[src/rtl/scan_enc_pkg.sv]
// Shared definitions for the one-hot scan encoder.
//   state_t     : FSM state encoding (IDLE waits for a vector, EMIT streams indices)
//   N_DEF       : default request-vector width
//   IDX_W_DEF   : default index width, $clog2(N_DEF)
package scan_enc_pkg;

  typedef enum logic {
    IDLE = 1'b0,
    EMIT = 1'b1
  } state_t;

  localparam int N_DEF     = 8;
  localparam int IDX_W_DEF = $clog2(N_DEF);

endpackage

[src/rtl/priority_encoder_8x3.sv]
// Combinational priority encoder: lowest set bit wins.
// Ports:
//   vec  in  N      vector to scan
//   idx  out IDX_W  index of the lowest set bit (0 when vec is all-zero)
//   any  out 1      at least one bit of vec is set
module priority_encoder_8x3
  import scan_enc_pkg::*;
#(
  parameter int N     = N_DEF,
  parameter int IDX_W = $clog2(N)
) (
  input  logic [N-1:0]     vec,
  output logic [IDX_W-1:0] idx,
  output logic             any
);

  // Scanning from the top down lets the lowest set bit overwrite the rest.
  always_comb begin
    idx = '0;
    any = 1'b0;
    for (int i = N - 1; i >= 0; i--) begin
      if (vec[i]) begin
        idx = IDX_W'(i);
        any = 1'b1;
      end
    end
  end

endmodule

[src/rtl/onehot_scan_encoder.sv]
// Sequential N-to-IDX_W encoder. Accepts a request vector over a valid/ready
// handshake, then emits the index of every set bit, lowest first, one beat
// per accepted output handshake. An all-zero vector yields a single beat
// flagged with out_none.
// Ports:
//   clk        in  1      rising-edge clock
//   rst_n      in  1      synchronous active-low reset
//   in_valid   in  1      in_vec is presented
//   in_ready   out 1      block can accept a vector (IDLE)
//   in_vec     in  N      request vector
//   out_valid  out 1      beat is presented (EMIT)
//   out_ready  in  1      consumer accepts the current beat
//   out_idx    out IDX_W  index of the lowest pending set bit
//   out_none   out 1      accepted vector was all-zero
//   out_last   out 1      current beat is the final one for this vector
module onehot_scan_encoder
  import scan_enc_pkg::*;
#(
  parameter int N     = N_DEF,
  parameter int IDX_W = $clog2(N)
) (
  input  logic             clk,
  input  logic             rst_n,
  input  logic             in_valid,
  output logic             in_ready,
  input  logic [N-1:0]     in_vec,
  output logic             out_valid,
  input  logic             out_ready,
  output logic [IDX_W-1:0] out_idx,
  output logic             out_none,
  output logic             out_last
);

  localparam logic [N-1:0] ONE = N'(1);

  state_t           state_q, state_d;
  logic [N-1:0]     pending_q, pending_d;
  logic [IDX_W-1:0] enc_idx;
  logic             enc_any;
  logic             at_most_one;

  priority_encoder_8x3 #(
    .N     (N),
    .IDX_W (IDX_W)
  ) u_prio (
    .vec (pending_q),
    .idx (enc_idx),
    .any (enc_any)
  );

  // Clearing the lowest set bit leaves zero iff at most one bit was set;
  // this also covers the all-zero vector, which is its own last beat.
  assign at_most_one = ((pending_q & (pending_q - ONE)) == '0);

  // Outputs depend on registered state only.
  always_comb begin
    in_ready  = 1'b0;
    out_valid = 1'b0;
    out_idx   = '0;
    out_none  = 1'b0;
    out_last  = 1'b0;
    if (state_q == IDLE) begin
      in_ready = 1'b1;
    end else begin
      out_valid = 1'b1;
      out_idx   = enc_idx;
      out_none  = ~enc_any;
      out_last  = at_most_one;
    end
  end

  always_comb begin
    state_d   = state_q;
    pending_d = pending_q;
    unique case (state_q)
      IDLE: begin
        if (in_valid) begin
          state_d   = EMIT;
          pending_d = in_vec;
        end
      end
      EMIT: begin
        if (out_ready) begin
          pending_d = pending_q & ~(ONE << enc_idx);
          if (at_most_one) begin
            state_d = IDLE;
          end
        end
      end
      default: state_d = IDLE;
    endcase
  end

  always_ff @(posedge clk) begin
    if (!rst_n) begin
      state_q   <= IDLE;
      pending_q <= '0;
    end else begin
      state_q   <= state_d;
      pending_q <= pending_d;
    end
  end

endmodule

[config.mk]
export PLATFORM = sky130hd
export DESIGN_NAME = onehot_scan_encoder
export DESIGN_NICKNAME = d
export VERILOG_FILES = /design/src/rtl/scan_enc_pkg.sv /design/src/rtl/priority_encoder_8x3.sv /design/src/rtl/onehot_scan_encoder.sv
export SDC_FILE = /design/constraint.sdc
export NUM_CORES = 1
export LEC_CHECK = 0
export CORE_UTILIZATION = 35
export CTS_BUF_LIST = sky130_fd_sc_hd__clkbuf_4
export DETAILED_ROUTE_END_ITERATION = 8
export GPL_ROUTABILITY_DRIVEN = 0
export PLACE_DENSITY = 0.7
export SLEW_MARGIN = 15
export SYNTH_ARGS = -nofsm -noshare
export SYNTH_HDL_FRONTEND = slang
export SYNTH_SLANG_ARGS = --single-unit
[constraint.sdc]
create_clock -name clk -period 1.6 [get_ports clk]
set_input_delay 0.32 -clock clk [delete_from_list [all_inputs] [get_ports clk]]
set_output_delay 0.32 -clock clk [all_outputs]
set_load 0.02 [all_outputs]
==> results by group <==
Clocking
  • H-tree Lvls: 1
  • Clk_lat worst skew: around 0.27 ns
  • Clock slew at reported path FFs: around 0.07 ns
  • Clock root cell: clkbuf_4
  • Num CTS Buffers: 3
  • Maximum clock path buffer count: 2
  • TritonCTS clock tree: built
  • Clock sink total: 9
  • CTS Hold Buffers Added: 0

Detailed routing
  • Antenna viol nets, final: 0
  • DRT Wirelength: around 2300 µm
  • Via Count: 774
  • Vias per std cell: 5.65
  • Number of remaining DRC errors: 0
  • First-pass DRT Iterations: 4
  • Avg WL per Cell: between 15 and 20 µm
  • DR iter-0 viols: 16

Die
  • Rows: 14
  • Die width: approximately 43 µm
  • Initial Utilization: 0.387
  • Num ports: 19
  • Die height: between 40 and 50 µm
  • DIE AREA: 1870 µm²
  • Core area: approximately 1500 µm²

Critical path
  • Critical Path Start Type: flop
  • CP Cell Sequence: or4_4 > a2111oi_4 > a21o_1 > and3_4 > buf_6
  • Worst Setup End Kind: primary output
  • Setup CP Type: reg -> out
  • Worst path required time: 1.28 ns
  • Peak fanout along the critical path: 3
  • Worst path max stage delay: 0.56 ns
  • CP arrival: about 1.8 ns
  • R2R depth: 3
  • CP max stage cell: or4_4

GRT
  • Remaining global-route overflow: 0
  • Grt met2 use: 0.451
  • Met3 GRT Util: 0.0638
  • Layer with the highest usage: met2
  • GRT met1 Usage: 0.301
  • Antenna violations before repair: 0
  • Total Routing Usage GR: 0.256
  • First-pass GRT wire length: roughly 3500 µm
  • Vias in the first global route: between 700 and 800
  • Largest net degree at the start of global routing: 11

Hold path
  • WHS Path Cells: 3
  • Hold crit path type: in -> reg

Yosys
  • Async set or reset register ratio after synthesis: 0
  • Area contributors post-synth: dfxtp_1 30%, nand2_1 6.9%, a21boi_0 5.0%
  • Post-Synthesis Cells: 74
  • Mean Syn Cell Area: 8.07 µm²
  • Sequential area share after synthesis: 0.302
  • Post-synth top area share: 0.302
  • Synth Cell Area: slightly below 600 µm²
  • Cell accounting for the most synthesized area: dfxtp_1
  • EDFF count, synth: 0
  • Yosys cell types: 31
  • Synth Register Bits: 9
  • Primary FF master, synth: dfxtp_1
  • Ys Warns: 0
  • Syn Nets: 86

Finish
  • Footprint of the multi-input gates: 498 µm²
  • Fraction of layout cells with a size suffix above 1: 0.521
  • Fillers: 108
  • Reg area: 190 µm²
  • Final Cell Area: 1170 µm²
  • Area growth, synth to finish: 96.2%
  • N_diodes: 0
  • Layout net count: 134
  • Layout Cells excl Fill: 137

Power and ir drop
  • Design Power: 0.867 mW
  • Peak VDD IR: 702 µV
  • Pwr/cell area: ~740 nW/µm²
  • Pleak: 0.491 nW

Place
  • Pre-CTS setup slack: -0.679 ns
  • Placed Instance Area: 935 µm²
  • IO buf count: 18
  • Detailed placer's ending HPWL: 1520 µm
  • # placed instances: 124

Timing
  • Period utilisation layout: 1.32
  • Achievable Freq: 474 MHz
  • Final Max Tran Viols: 0
  • Final setup violation count: 7
  • RSZ-0062 raised after global routing: yes
  • Worst slew margin: 0.706
  • Worst Skew: 0.00173 ns
  • Worst slew pin tran: 0.435 ns
  • Final Hold Vio Count: 0
  • Worst hold slack: 0.586 ns
  • Final WS setup: -0.508 ns
  • Fin crit period: 2.11 ns

Status
  • Failing checks: setup timing
  • Outcome: finished with violations

Flow run
  • Max_cap viols: 0
-- Yosys cell counts (2+ instances only) --
cell	number
a21oi_1	2
dfxtp_1	9
o311ai_0	2
mux2_2	2
buf_2	2
nor2b_1	3
inv_1	2
nor4_1	2
nor2_1	8
a21boi_0	4
o21bai_1	2
o21ai_0	5
a22oi_1	2
clkbuf_2	2
nand2_1	11
-- flip-flops by register name, indices dropped and copies added, names as in the netlist --
name,cells
pending_q,8
state_q,1
-- report_power, final --
part / total (mW) / internal, mW / switching [mW]
Clock: 0.190 / 0.0927 / 0.0970
Sequential: 0.261 / 0.241 / 0.0205
Combinational: 0.416 / 0.226 / 0.190
-- per-stage QoR --
step	utilization	setup TNS, ns
after floorplan	-	-0.131
after global placement	0.606	-2.50
after detailed placement	0.606	-2.95
after CTS	0.667	-1.41
after global routing	0.760	-2.20
final	0.760	-1.73
-- kinds of logic (layout without fill, tap and decap cells) --
family          count (synthesis)  count (layout)  synth area share
compound gates                 27              27             0.363
mux                             2               2            0.0377
simple gates                   29              29             0.229
buf+inv                         7              54            0.0692
flops                           9               9             0.302
-- timing repair --
action | in CTS | in global routing
resized for setup | 46 | 19
pin swaps | 7 | 11
endpoints found under the setup margin | 8 | 7
setup buffers | 2 | 7
-- critical path, delay by kind of cell (launching register included) --
kind / cells / cell delay, ns
flops: 1 / 0.32
simple gates: 2 / 0.74
compound gates: 2 / 0.34
buf+inv: 1 / 0.11
-- placed cells by master, fill, tap and decap left out, types with 2 or more instances in the layout --
master	instances
mux2_2	2
nor2_4	3
o311ai_0	2
dlygate4sd2_1	2
a21boi_0	3
a21oi_1	2
a22oi_1	2
clkdlybuf4s50_1	11
nor2_1	5
clkbuf_4	3
nor2b_1	2
buf_6	8
nor4_4	2
dfxtp_2	5
buf_4	26
nand2_4	2
inv_1	2
dfxtp_1	3
nand2_1	9
o21ai_0	4
-- routing by layer --
metal / up-vias / routed length (µm) / part of all wire
li1: 372 / - / -
met1: 360 / 953 / 0.41
met2: 34 / 1170 / 0.51
met3: 8 / 135 / 0.058
met4: 0 / 52 / 0.023
met5: - / 0 / 0
-- final timing paths --
check | start | end | slack, ns
max | pending_q[1]$_SDFFE_PN0P_ | out_last | -0.51
min | in_vec[6] | pending_q[6]$_SDFFE_PN0P_ | 0.59
max reg2reg | pending_q[1]$_SDFFE_PN0P_ | pending_q[5]$_SDFFE_PN0P_ | -0.04
min reg2reg | state_q$_SDFF_PN0_ | state_q$_SDFF_PN0_ | 0.64
-- cell type report --
| type | instances | share of cell area |
|---|---|---|
| Clock buffer | 3 | 0.0192 |
| Clock inverter | 1 | 0.00427 |
| Inverter | 2 | 0.00641 |
| Multi-Input combinational cell | 58 | 0.425 |
| Sequential cell | 9 | 0.162 |
| Tap cell | 16 | 0.0171 |
| Timing Repair Buffer | 48 | 0.365 |
(Power assumes the default switching activity.)
